<file path="src/rtl/ram_access_master.sv">
// ram_access_master: CPU-side sequencer for LOAD/STORE/FILL/COPY accesses to a single-port RAM
// with registered mem_* outputs; `RAM_MASTER_VERIFY_EN adds a read-back VF cycle after every write and an err output.
module ram_access_master #(
  parameter int ADDR_W = 8,
  parameter int DATA_W = 8,
  parameter int LEN_W = 8
) (
  input  logic              clk,
  input  logic              rst,
  input  logic              req_valid,
  output logic              req_ready,
  input  logic [1:0]        req_op,
  input  logic [ADDR_W-1:0] req_addr,
  input  logic [ADDR_W-1:0] req_src,
  input  logic [DATA_W-1:0] req_data,
  input  logic [LEN_W-1:0]  req_len,
  output logic              rsp_valid,
  output logic [DATA_W-1:0] rsp_data,
  output logic              done,
  output logic              busy,
  output logic              mem_cs,
  output logic              mem_we,
  output logic [ADDR_W-1:0] mem_addr,
  output logic [DATA_W-1:0] mem_wdata,
  input  logic [DATA_W-1:0] mem_rdata
`ifdef RAM_MASTER_VERIFY_EN
  ,
  output logic              err
`endif
);
  localparam logic [1:0] OP_LOAD = 2'b00, OP_STORE = 2'b01, OP_FILL = 2'b10, OP_COPY = 2'b11;
`ifdef RAM_MASTER_VERIFY_EN
  typedef enum logic [1:0] {IDLE, RD, WR, VF} state_t;
`else
  typedef enum logic [1:0] {IDLE, RD, WR} state_t;
`endif
  state_t state, nxt_state, wr_next;
  logic [1:0] op_q, nxt_op;
  logic [ADDR_W-1:0] src_q, dst_q, nxt_src, nxt_dst, nxt_addr;
  logic [DATA_W-1:0] data_q, byte_q, nxt_data, nxt_byte, nxt_wdata, nxt_rsp;
  logic [LEN_W-1:0] cnt_q, nxt_cnt;
  logic accept, wr_end, nxt_done, nxt_rsp_valid;
  assign req_ready = (state == IDLE) && !rst;
  assign busy = (state != IDLE);
  assign accept = req_ready && req_valid;
  // Pointers and count advance once per written byte, after its read-back when verifying
`ifdef RAM_MASTER_VERIFY_EN
  assign wr_end = (state == VF);
`else
  assign wr_end = (state == WR);
`endif
  always_ff @(posedge clk or posedge rst)
    if (rst) state <= IDLE;
    else state <= nxt_state;
  always_comb begin
    wr_next = (op_q == OP_STORE || cnt_q == LEN_W'(1)) ? IDLE : (op_q == OP_COPY) ? RD : WR;
    nxt_state = IDLE;
    case (state)
      IDLE: nxt_state = !accept ? IDLE : (req_op == OP_LOAD) ? RD : (req_op == OP_STORE) ? WR :
                        (req_len == '0) ? IDLE : (req_op == OP_FILL) ? WR : RD;
      RD: nxt_state = (op_q == OP_LOAD) ? IDLE : WR;
`ifdef RAM_MASTER_VERIFY_EN
      WR: nxt_state = VF;
      VF: nxt_state = wr_next;
`else
      WR: nxt_state = wr_next;
`endif
      default: nxt_state = IDLE;
    endcase
  end
  always_comb begin
    nxt_op = accept ? req_op : op_q;
    nxt_src = accept ? ((req_op == OP_LOAD) ? req_addr : req_src) :
              (wr_end && op_q == OP_COPY) ? src_q + ADDR_W'(1) : src_q;
    nxt_dst = accept ? req_addr : wr_end ? dst_q + ADDR_W'(1) : dst_q;
    nxt_cnt = accept ? req_len : (wr_end && cnt_q != '0) ? cnt_q - LEN_W'(1) : cnt_q;
    nxt_data = accept ? req_data : data_q;
    nxt_byte = (state == RD) ? mem_rdata : byte_q;
    nxt_addr = (nxt_state == RD) ? nxt_src : (nxt_state == WR) ? nxt_dst : mem_addr;
    nxt_wdata = (nxt_state != WR) ? mem_wdata : (nxt_op == OP_COPY) ? nxt_byte : nxt_data;
    nxt_rsp_valid = (state == RD) && (op_q == OP_LOAD);
    nxt_rsp = nxt_rsp_valid ? mem_rdata : rsp_data;
    nxt_done = (state != IDLE && nxt_state == IDLE) || (accept && req_op[1] && req_len == '0);
  end
  always_ff @(posedge clk or posedge rst)
    if (rst) begin
      op_q <= '0;
      src_q <= '0;
      dst_q <= '0;
      cnt_q <= '0;
      data_q <= '0;
      byte_q <= '0;
      rsp_valid <= 1'b0;
      rsp_data <= '0;
      done <= 1'b0;
      mem_cs <= 1'b0;
      mem_we <= 1'b0;
      mem_addr <= '0;
      mem_wdata <= '0;
    end else begin
      op_q <= nxt_op;
      src_q <= nxt_src;
      dst_q <= nxt_dst;
      cnt_q <= nxt_cnt;
      data_q <= nxt_data;
      byte_q <= nxt_byte;
      rsp_valid <= nxt_rsp_valid;
      rsp_data <= nxt_rsp;
      done <= nxt_done;
      mem_cs <= (nxt_state != IDLE);
      mem_we <= (nxt_state == WR);
      mem_addr <= nxt_addr;
      mem_wdata <= nxt_wdata;
    end
`ifdef RAM_MASTER_VERIFY_EN
  // mem_wdata still holds the byte just written while in VF
  always_ff @(posedge clk or posedge rst)
    if (rst) err <= 1'b0;
    else err <= accept ? 1'b0 : (state == VF && mem_rdata != mem_wdata) ? 1'b1 : err;
`endif
endmodule

</file>
<file path="config.mk">
export PLATFORM = sky130hd
export DESIGN_NAME = ram_access_master
export DESIGN_NICKNAME = d
export VERILOG_FILES = /design/src/rtl/ram_access_master.sv
export SDC_FILE = /design/constraint.sdc
export NUM_CORES = 1
export LEC_CHECK = 0
export ABC_CLOCK_PERIOD_IN_PS = 2700
export BUFFER_PORTS_ARGS = -buffer_cell sky130_fd_sc_hd__buf_2
export CORE_MARGIN = 3
export CORE_UTILIZATION = 25
export DETAILED_ROUTE_END_ITERATION = 12
export SLEW_MARGIN = 20
export SYNTH_ARGS = -nofsm -noshare
export SYNTH_HDL_FRONTEND = slang
export SYNTH_SLANG_ARGS = --single-unit
</file>
<file path="constraint.sdc">
create_clock -name clk -period 2.7 [get_ports clk]
set_input_delay 0.675 -clock clk [delete_from_list [all_inputs] [get_ports clk]]
set_output_delay 0.675 -clock clk [all_outputs]
set_load 0.1 [all_outputs]
</file>
* Yosys cells after proc, flatten, opt, wreduce, memory -nomap -nowiden *
Cells that the tools add are included.

operators by class
  add/subtract/negate cells = 3
  eq/ne operators = 11
  muxes and demuxes = 22
  reduce and logical (&&, ||, !) cells = 21

operators by type and width
  operator                                                                number
  8-bit two-way mux                                                       12
  2-bit two-way mux                                                       9
  8-bit by 1-bit adder with 8-bit output (second input constant)          2
  2-bit equality test (second input constant)                             5
  2-bit by 1-bit equality test with 1-bit output (second input constant)  4
  8-bit by 1-bit equality test with 1-bit output (second input constant)  1
  1-bit logical AND                                                       8
  2-bit zero test                                                         4
  8-bit zero test                                                         1
  2-bit nonzero test                                                      4
  8-bit nonzero test                                                      1
  8-bit by 1-bit subtractor with 8-bit output (second input constant)     1
  2-bit one-hot mux with 3 select lines                                   1
  1-bit logical OR                                                        2
  2-bit inequality test (second input constant)                           1
  1-bit zero test                                                         1

word-level totals
  register bits after elaboration = 72
  input port bits = 45
  output and inout bits = 30

* Logic depth before layout (Yosys ltp) *
  depth after elaboration = 10
  mapped depth = 10

* Least setup slack after synthesis *
OpenSTA, ideal clock, no wires.

  path kind = register to output
  start = register state[0]
  end = output req_ready
  arrival = 2.355 ns
  data required time = 2.025 ns
  path slack = -0.330 ns
  cell stages (with the launch flop) = 4
  cells stage by stage = dfrtp_1 > buf_6 > or2_2 > nor2_1

on the way
  word-level cells in the longest chain between the ends = 2

RTL lines
  item                    RTL line  RTL
  from (decl)             37        state_t state, nxt_state, wr_next;
  from (signal assigned)  54        else state <= nxt_state;
  2-bit zero test         43        assign req_ready = (state == IDLE) && !rst;
  1-bit logical AND       43
  to (decl)               11        output logic req_ready,

No other way between the ends.

* Worst setup path in the final report *
  start = input req_len[3]
  end = register mem_addr[2]

on the way
  word-level cells in the longest chain between the ends = 8
  elaborated cells between the ends (all ways) = 10

RTL lines
  item                                                                                   RTL line  RTL
  from (decl)                                                                            16        input logic [LEN_W-1:0] req_len,
  8-bit zero test (*)                                                                    60        (req_len == '0) ? IDLE : (req_op == OP_FILL) ? WR : RD;
  2-bit two-way mux (*)                                                                  60
  2-bit two-way mux (*) (3 in a row)                                                     59        IDLE: nxt_state = !accept ? IDLE : (req_op == OP_LOAD) ? RD : (req_op == OP_STORE) ? WR :
  2-bit one-hot mux with 3 select lines (*)                                              58        case (state)
  2-bit by 1-bit equality test with 1-bit output or 2-bit equality test (tied branches)  79        nxt_addr = (nxt_state == RD) ? nxt_src : (nxt_state == WR) ? nxt_dst : mem_addr;
  8-bit two-way mux or 2-bit nonzero test (tied branches)                                n/a
  to (signal assigned)                                                                   112       mem_addr <= nxt_addr;
  to (decl)                                                                              23        output logic [ADDR_W-1:0] mem_addr,

Mark *: on every way between the ends. The rest lies on a longest branch, timed or not.
A chain may end at the register's enable or synchronous reset.

==> reports/results.ini <==
[yosys]
syn_nets=426
ys_warn_count=0
synth_seq_area_share_pct=48.78
synth_ff_type=dfrtp_1
synth_edf_count=0
synthCells=373
syn_area_per_cell_um2=9.902
async_reset_ff_share_pct=100.0
ys_ff_latch=72
synth_cell_types=51
syn_area_um2=3694

[final_layout]
num-fill-cells=1455
syn2layout_area_growth_pct=25.85
antennaDiodeCount=0
final_cell_mix=buf_2 (74), dfrtp_1 (72), nand2_1 (52)
layout_commonest_cell=buf_2
nets=509
layout-drive-gt1-share_pct=28.04

[clock_tree]
post_cts_buffers=0
clkTransAtPathRegs_ns=0.06
cts_resized=0
cts_tree=built
htree_num_levels=3
cts_buffers=9
clockBufferDepth=2
clock_latency_ns=0.33
ctsHoldBuffers=0
root_buffer=clkbuf_16
clock_sinks=72

[place]
dp_hpwl_um=7135
io_buffer_count=74
dpl_worst_slack_ns=-0.2272
place_congestion=0.8645

[sta]
post-route-period-util_pct=92.26
fin_skew_ns=0.006965
min_period_ns=2.491
tightestPinTransition_ns=0.5077
setup_ws_ns=0.2089
max_freq_mhz=401.4
tns_ns=0
maxSlewHeadroom_pct=66.12
rsz0062_at_grt=no
hold_viol=0
finalSetupViolations=0
report.final.slew_viol_count=0

[power]
ir_drop_mv=0.5713
power.leakage_nw=2.100
p_per_area_nw_per_um2=1431

[floorplanning]
die_h_um=127.6
core_um2=14150
rows=43
die_area_um2=16270
dieWidth_um=127.6
start_util_pct=26.10
ios=75

[drt]
final_antenna_net_count=0
dr.pass1.iters=4
viasPerCell=4.744
drt-initial-drc-count=166
route.detailed.drc=0
vias=3036
wl_per_cell_um=14.98
routed_wirelength_um=9586

[global_routing]
grt_util_all_layers_pct=12.23
grt-ovfl-total=0
grt_pass1_vias=3084
grt_pass1_wl_um=15590
grt_max_degree=37
antenna_found_initial=1

[worst_setup_path]
start_kind=input port
cp-end-kind=flip-flop
rr_startpoint=cnt_q[4]$_DFFE_PP0P_
worstPathMaxFanout=4
critPathLaunch=req_len[3]
cp.required_ns=2.92
crit_type=input port to flip-flop
crit_arrival_ns=2.71

[job]
cap_violations=0

[run_status]
outcome=finished, final reports clean

[worst_hold_path]
hold_path.class=input port to asynchronous set/reset pin

## worst paths after layout
kind                                            to  slack, ns  depth (start not counted)
max                        mem_addr[2]$_DFFE_PP0P_       0.21                         10
min                               mem_cs$_DFF_PP0_       0.33                          2
max reg2reg                mem_addr[2]$_DFFE_PP0P_       0.28                          8
min reg2reg                    data_q[2]$_DFF_PP0_       0.47                          2
max in group asynchronous  rsp_data[0]$_DFFE_PP0P_       1.61                          3
min in group clk               data_q[2]$_DFF_PP0_       0.47                          2
## sequential cells by signal (all words and copies together) (netlist names), 8 cells and up
register   flops
byte_q         8
cnt_q          8
data_q         8
dst_q          8
mem_addr       8
mem_wdata      8
rsp_data       8
src_q          8
## kinds of logic after synthesis
family / after synthesis / share of synthesized area [%]
XOR/XNOR: 12 / 2.846
adder cells (fa/ha/maj): 8 / 2.710
multiplexers: 35 / 9.824
AO/OA/AOI/OAI: 77 / 14.02
buffers and inverters: 37 / 4.878
AND/OR/NAND/NOR: 132 / 16.94
flip-flops: 72 / 48.78
## stage by stage
step                cells  cell area, µm²  hold slack [ns]  power, mW  utilization (%)
floorplan             373            3696           0.4454      4.732                -
global placement      625            4348           0.4571      5.414            30.73
detailed placement    625            4348           0.4624      5.489            30.73
CTS                   640            4636           0.3242      6.705            32.76
global route          640            4648           0.3429      7.072            32.85
finish                640            4648           0.3268      6.650            32.85
## critical path: stages
cell	delay (ns)
buf_2	0.11
nor4_1	0.29
nand4_1	0.16
and2_1	0.22
nor2b_1	0.16
nor3_2	0.21
ha_1	0.29
and2_1	0.19
and2_1	0.16
a221o_1	0.25
## where the power goes
| part | switching [mW] | internal, mW |
|---|---|---|
| registers | 0.378 | 1.60 |
| clock network | 0.443 | 0.731 |
| logic | 2.57 | 0.922 |
| total | 3.39 | 3.26 |
## layout make-up
cell class / count / area, µm² / area share, %
flip-flops and latches: 72 / 1802 / 38.76
multi-input cells: 264 / 1735 / 37.34
repair buffers: 93 / 538.0 / 11.57
clock buffers: 11 / 242.7 / 5.222
well taps: 180 / 225.2 / 4.845
inverters: 16 / 60.06 / 1.292
clock inverters: 4 / 45.04 / 0.9690
## per-layer routing
layer | part of all wire (%) | up-vias | global-route usage, % | wire [µm]
met1 | 46 | 1469 | 15.77 | 4422
met5 | 0.14 | - | 0 | 13
li1 | - | 1481 | - | -
met3 | 5.7 | 15 | 3.261 | 543
met4 | 2.2 | 2 | 5.994 | 207
met2 | 46 | 69 | 18.95 | 4399
## synthesized netlist by cell type, types with 4 or more instances
library cell | number | area share [%]
dfrtp_1 | 72 | 49
nand2_1 | 52 | 5.3
nor2_1 | 34 | 3.5
mux2i_1 | 25 | 6.8
a21oi_1 | 22 | 3.0
inv_1 | 16 | 1.6
o21ai_0 | 15 | 2.0
mux2_2 | 10 | 3.0
a211oi_1 | 9 | 1.8
clkbuf_1 | 8 | 0.81
ha_1 | 8 | 2.7
xnor2_1 | 7 | 1.7
a221o_1 | 6 | 1.6
buf_2 | 6 | 0.81
nand3_1 | 6 | 0.81
nor3_1 | 6 | 0.81
nand4_1 | 5 | 0.85
xor2_1 | 5 | 1.2
and2_1 | 4 | 0.68
nor2b_1 | 4 | 0.68
or3_1 | 4 | 0.68
No activity file was read; power rests on OpenSTA's default activity.
